$ cat config.mk
export PLATFORM = sky130hd
export DESIGN_NAME = multicycle_processor
export DESIGN_NICKNAME = d
export VERILOG_FILES = /design/src/rtl/multicycle_processor.sv
export SDC_FILE = /design/constraint.sdc
export NUM_CORES = 1
export LEC_CHECK = 0
export BUFFER_PORTS_ARGS = -buffer_cell sky130_fd_sc_hd__buf_2
export CAP_MARGIN = 10
export CORE_ASPECT_RATIO = 1.5
export CORE_MARGIN = 8
export CORE_UTILIZATION = 50
export CTS_CLUSTER_SIZE = 16
export DETAILED_ROUTE_END_ITERATION = 7
export PLACE_DENSITY = 0.69
export SKIP_CTS_REPAIR_TIMING = 1
export SLEW_MARGIN = 20
export SYNTH_ARGS = -nofsm -noshare
export SYNTH_HDL_FRONTEND = slang
export SYNTH_SLANG_ARGS = --single-unit
$ cat constraint.sdc
create_clock -name clk -period 5.5 [get_ports clk]
set_input_delay 1.1 -clock clk [delete_from_list [all_inputs] [get_ports clk]]
set_output_delay 1.1 -clock clk [all_outputs]
set_load 0.005 [all_outputs]
$ cat src/rtl/multicycle_processor.sv
// multicycle_processor: two-cycle fetch/execute core with a writable instruction memory.
// Optional retired-instruction counter is built only when MPC_RETIRE_COUNT_EN is defined.
module multicycle_processor #(
  parameter int DATA_W      = 8,
  parameter int REGS        = 4,
  parameter int IMEM_DEPTH  = 16,
  localparam int RA_W       = $clog2(REGS),
  localparam int PC_W       = $clog2(IMEM_DEPTH),
  localparam int INSTR_W    = 3 + 3*RA_W
) (
  input  logic               clk,
  input  logic               rst,
  input  logic               start,
  input  logic               imem_we,
  input  logic [PC_W-1:0]    imem_waddr,
  input  logic [INSTR_W-1:0] imem_wdata,
  output logic               busy,
  output logic               halted,
  output logic [PC_W-1:0]    pc,
  output logic               wb_valid,
  output logic [RA_W-1:0]    wb_reg,
  output logic [DATA_W-1:0]  wb_data,
  output logic [15:0]        retired_cnt
);
  typedef enum logic [1:0] {S_IDLE, S_FETCH, S_EXEC, S_HALTED} state_t;

  localparam logic [2:0] OP_ADD  = 3'b000;
  localparam logic [2:0] OP_AND  = 3'b001;
  localparam logic [2:0] OP_OR   = 3'b010;
  localparam logic [2:0] OP_LDI  = 3'b011;
  localparam logic [2:0] OP_SUB  = 3'b100;
  localparam logic [2:0] OP_JMP  = 3'b101;
  localparam logic [2:0] OP_BEQZ = 3'b110;
  localparam logic [2:0] OP_HALT = 3'b111;

  state_t               state_q, state_d;
  logic [PC_W-1:0]      pc_q, pc_d;
  logic [INSTR_W-1:0]   ir_q, ir_d;
  logic [DATA_W-1:0]    rf_q [REGS];
  logic [DATA_W-1:0]    rf_d [REGS];
  logic [INSTR_W-1:0]   mem_q [IMEM_DEPTH];
  logic                 wb_valid_q, wb_valid_d;
  logic [RA_W-1:0]      wb_reg_q, wb_reg_d;
  logic [DATA_W-1:0]    wb_data_q, wb_data_d;

  logic [2:0]           op;
  logic [RA_W-1:0]      rs1, rs2, rd;
  logic [2*RA_W-1:0]    imm;
  logic [PC_W-1:0]      target;
  logic                 is_write;
  logic                 ctl_open;

  assign op       = ir_q[INSTR_W-1 -: 3];
  assign rs1      = ir_q[3*RA_W-1 -: RA_W];
  assign rs2      = ir_q[2*RA_W-1 -: RA_W];
  assign rd       = ir_q[RA_W-1:0];
  assign imm      = ir_q[3*RA_W-1:RA_W];
  assign target   = ir_q[PC_W-1:0];
  assign is_write = (op == OP_ADD) || (op == OP_AND) || (op == OP_OR) ||
                    (op == OP_LDI) || (op == OP_SUB);
  // start and instruction writes are only accepted while the core is not running
  assign ctl_open = (state_q == S_IDLE) || (state_q == S_HALTED);

  function automatic logic [DATA_W-1:0] alu(input logic [2:0] f,
                                            input logic [DATA_W-1:0] a,
                                            input logic [DATA_W-1:0] b,
                                            input logic [2*RA_W-1:0] k);
    case (f)
      OP_ADD:  alu = a + b;
      OP_AND:  alu = a & b;
      OP_OR:   alu = a | b;
      OP_LDI:  alu = DATA_W'(k);
      OP_SUB:  alu = a - b;
      default: alu = '0;
    endcase
  endfunction

  always_ff @(posedge clk) begin
    if (rst) state_q <= S_IDLE;
    else     state_q <= state_d;
  end

  always_comb begin
    state_d = state_q;
    case (state_q)
      S_IDLE:   if (start) state_d = S_FETCH;
      S_FETCH:  state_d = S_EXEC;
      S_EXEC:   state_d = (op == OP_HALT) ? S_HALTED : S_FETCH;
      S_HALTED: if (start) state_d = S_FETCH;
      default:  state_d = S_IDLE;
    endcase
  end

  always_comb begin
    busy   = (state_q == S_FETCH) || (state_q == S_EXEC);
    halted = (state_q == S_HALTED);
  end

  always_comb begin
    pc_d       = pc_q;
    ir_d       = ir_q;
    rf_d       = rf_q;
    wb_valid_d = 1'b0;
    wb_reg_d   = wb_reg_q;
    wb_data_d  = wb_data_q;
    case (state_q)
      S_IDLE, S_HALTED: if (start) pc_d = '0;
      S_FETCH:          ir_d = mem_q[pc_q];
      S_EXEC: begin
        pc_d = pc_q + PC_W'(1);
        if (is_write) begin
          rf_d[rd]   = alu(op, rf_q[rs1], rf_q[rs2], imm);
          wb_valid_d = 1'b1;
          wb_reg_d   = rd;
          wb_data_d  = rf_d[rd];
        end
        case (op)
          OP_JMP:  pc_d = target;
          OP_BEQZ: if (rf_q[rs1] == '0) pc_d = target;
          OP_HALT: pc_d = pc_q;
          default: ;
        endcase
      end
      default: ;
    endcase
  end

  always_ff @(posedge clk) begin
    if (rst) begin
      pc_q       <= '0;
      ir_q       <= '0;
      rf_q       <= '{default: '0};
      wb_valid_q <= 1'b0;
      wb_reg_q   <= '0;
      wb_data_q  <= '0;
    end else begin
      pc_q       <= pc_d;
      ir_q       <= ir_d;
      rf_q       <= rf_d;
      wb_valid_q <= wb_valid_d;
      wb_reg_q   <= wb_reg_d;
      wb_data_q  <= wb_data_d;
    end
  end

  // instruction memory is deliberately left out of reset so programs survive rst
  always_ff @(posedge clk) begin
    if (imem_we && ctl_open) mem_q[imem_waddr] <= imem_wdata;
  end

  assign pc       = pc_q;
  assign wb_valid = wb_valid_q;
  assign wb_reg   = wb_reg_q;
  assign wb_data  = wb_data_q;

`ifdef MPC_RETIRE_COUNT_EN
  logic [15:0] ret_q, ret_d;
  always_comb ret_d = ret_q + ((state_q == S_EXEC) ? 16'd1 : 16'd0);
  always_ff @(posedge clk) begin
    if (rst) ret_q <= '0;
    else     ret_q <= ret_d;
  end
  assign retired_cnt = ret_q;
`else
  assign retired_cnt = 16'h0;
`endif
endmodule

==> impl_metrics.env <==
export IMPL_outcome="finished, final reports clean"
export IMPL_synth_xor_area_frac=0.00978
export IMPL_cts_htree_levels=1
export IMPL_critPathLaunchType="flip-flop"
export IMPL_yosysWarnings=0
export IMPL_cts_made_buffers=20
export IMPL_row_count=60
export IMPL_syn_area_sq_um=8950
export IMPL_synthMuxAreaShare=0.174
export IMPL_top_regs="mem_q: 144 flops, rf_q: 32 flops, ir_q: 9 flops"
export IMPL_start_util=0.505
export IMPL_syn2layout_area_growth_pct=10.9
export IMPL_die_area_sq_um=22500
export IMPL_critPathArrivalTime_ns=4.39
export IMPL_ant_nets=0
export IMPL_synth_async_reset_ratio=0
export IMPL_slew_violations=0
export IMPL_port_buffers=33
export IMPL_finalSetupViolCount=0
export IMPL_root_buffer="clkbuf_16"
export IMPL_grt_usage=0.172
export IMPL_routedWlPerCell_microns=22.2
export IMPL_fin_nets=664
export IMPL_setup_slack_ns=1.44
export IMPL_n_antenna_cell=0
export IMPL_hp_class="flip-flop to flip-flop"
export IMPL_syn_inst=606
export IMPL_synth_top_family_by_area="multiplexers"
export IMPL_grt_max_degree=56
export IMPL_ys_flop_type="edfxtp_1"
export IMPL_slowest_stage="mux4_1"
export IMPL_crit_top_cell="ha_1"
export IMPL_relSlewSlack=0.214
export IMPL_totalWireLength_microns=19100
export IMPL_synthMostInstantiatedCell="edfxtp_1"
export IMPL_dr_pass1_iters=5
export IMPL_synth_edf_count=144
export IMPL_drive_gt1_frac=0.233
export IMPL_synthSimpleGateAreaFrac=0.0680
export IMPL_grt_met1_usage=0.181
export IMPL_clk_pin_slew_worst_paths_ns=0.07
export IMPL_synth_area_leaders="edfxtp_1 (48%), mux4_2 (15%), dfxtp_1 (13%)"
export IMPL_place_ws_ns=1.41
export IMPL_cts_tree="done"
export IMPL_synth_seq_area_share=0.613
export IMPL_avgSynthCellArea_sq_um=14.8
export IMPL_p_per_area_nw_per_um2=511
export IMPL_path_max_fanout=11
export IMPL_synth_cell_types=53
export IMPL_synth_top_area_frac=0.483
export IMPL_drtIter0Drc=389
export IMPL_timing_fmax_ghz=0.246
export IMPL_finalWeightedCongestion=0.823
export IMPL_skew_ns=0.0167
export IMPL_p_total_mw=5.08
export IMPL_fp_dieH_microns=180
export IMPL_largest_register_ffs=144
export IMPL_peakVddDrop_mv=0.348
export IMPL_coreArea_sq_um=17700
export IMPL_die_w_microns=125
export IMPL_antenna_found_initial=0
export IMPL_period_needed_ns=4.06
export IMPL_largest_register="mem_q"
export IMPL_end_kind="flip-flop"
export IMPL_synth_compound_area_share=0.0794
export IMPL_viasPerCell=6.04
export IMPL_hpwlAfterDp_microns=13200
export IMPL_synth_adder_area_share=0.0218
export IMPL_vias=5201
export IMPL_gr_usage_met3=0.0273
export IMPL_grt_pass1_wl_microns=30400
export IMPL_crit_type="flip-flop to flip-flop"
export IMPL_power_leakage_nw=3.31
export IMPL_hold_violations=0
export IMPL_met2_usage=0.324
export IMPL_post_route_drc_count=0
export IMPL_top_usage_layer="met2"
export IMPL_nFillCells=1384
export IMPL_finalCritPeriodShare=0.738
export IMPL_cp_top_family="compound AO/OA/AOI/OAI gates"
export IMPL_drv_cap=0
export IMPL_grt_overflow=0
export IMPL_tightest_slew_ns=1.18
export IMPL_io_pin_count=50
export IMPL_slowest_delay_ns=0.74
export IMPL_first_global_vias=5486
export IMPL_critical_path_required_ns=5.83
export IMPL_synth_seq_cells=202
export IMPL_yosys_top_cells_count="edfxtp_1 (144), nor2_1 (80), dfxtp_1 (58), mux4_2 (58), a211oi_1 (31)"
export IMPL_cp_cell_sequence="mux4_1, inv_1, ha_1, a21oi_1, xnor2_1, ha_1, nor2b_1, o21ai_0, a21boi_0, o21a_1, or3_1, a31oi_1, a211oi_1"
export IMPL_rsz0062_at_grt="no"
export IMPL_clk_latency_ns=0.49
export IMPL_cts_max_path_buffers=3
export IMPL_finalSetupTns_ns=0
export IMPL_clock_sinks=202
export IMPL_yosysTopAreaCell="edfxtp_1"
export IMPL_path_buf_inv=1
-- per-stage QoR --
stage                     hold slack, ns  cell area [sq um]  utilization  std cells
after CTS                          0.460               9930        0.560        861
after floorplan                    0.453               9010            -        621
after global placement             0.443               9260        0.523        827
after global routing               0.482               9930        0.561        861
final                              0.457               9930        0.561        861
after detailed placement           0.451               9260        0.523        827
-- where the power goes --
group	internal, mW	total [mW]	leakage, nW	switching, mW
Clock	0.848	1.39	0.329	0.539
Combinational	0.762	1.82	1.21	1.05
Sequential	1.74	1.88	1.77	0.138
Total	3.35	5.08	3.31	1.73
-- tightest hold or removal path: cells and delay by family (launching register included) --
| kind | cells | cell delay [ns] |
|---|---|---|
| DFF | 1 | 0.31 |
| and+or+nand+nor | 1 | 0.05 |
| AOI/OAI and AO/OA | 1 | 0.05 |
-- metal layers --
metal / part of all wire / vias up
li1: - / 2369
met1: 0.36 / 2638
met2: 0.55 / 143
met3: 0.044 / 51
met4: 0.047 / 0
met5: 0 / -
-- worst paths after layout --
| check | from | to | slack (ns) | cells past startpoint |
|---|---|---|---|---|
| max | ir_q[3] | rf_q[22] | 1.44 | 13 |
| min | wb_reg[1] | wb_reg[1] | 0.46 | 2 |
| max reg2reg | ir_q[3] | rf_q[22] | 1.44 | 13 |
| min reg2reg | wb_reg[1] | wb_reg[1] | 0.46 | 2 |
-- final cells by class --
class / instances / area [sq um] / share of cell area
Sequential cell: 202 / 5490 / 0.553
Tap cell: 217 / 272 / 0.0273
Clock inverter: 9 / 121 / 0.0122
Timing Repair Buffer: 40 / 218 / 0.0219
Inverter: 10 / 37.5 / 0.00378
Multi-Input combinational cell: 358 / 3250 / 0.327
Clock buffer: 25 / 551 / 0.0554
-- logic make-up after synthesis --
family | Yosys count
AND/OR/NAND/NOR | 142
flip-flops | 202
AO/OA/AOI/OAI | 97
buffers and inverters | 61
other | 1
adder cells (fa/ha/maj) | 15
multiplexers | 78
XOR/XNOR | 10
-- placed cells by master (no fill, tap or decap), types with 5 or more instances in the layout --
cell and instances:
nor2b_1 6, buf_2 33, ha_1 14, mux2i_1 13, xnor2_1 6, edfxtp_1 144
inv_1 10, a211oi_2 5, a21oi_1 14, a211oi_1 31, nand2_1 28, conb_1 16
clkbuf_16 21, mux4_2 58, nand2b_1 7, o21ai_0 18, buf_4 7, dfxtp_1 56
nor2_1 79
Power figures use the tool's default switching activity.
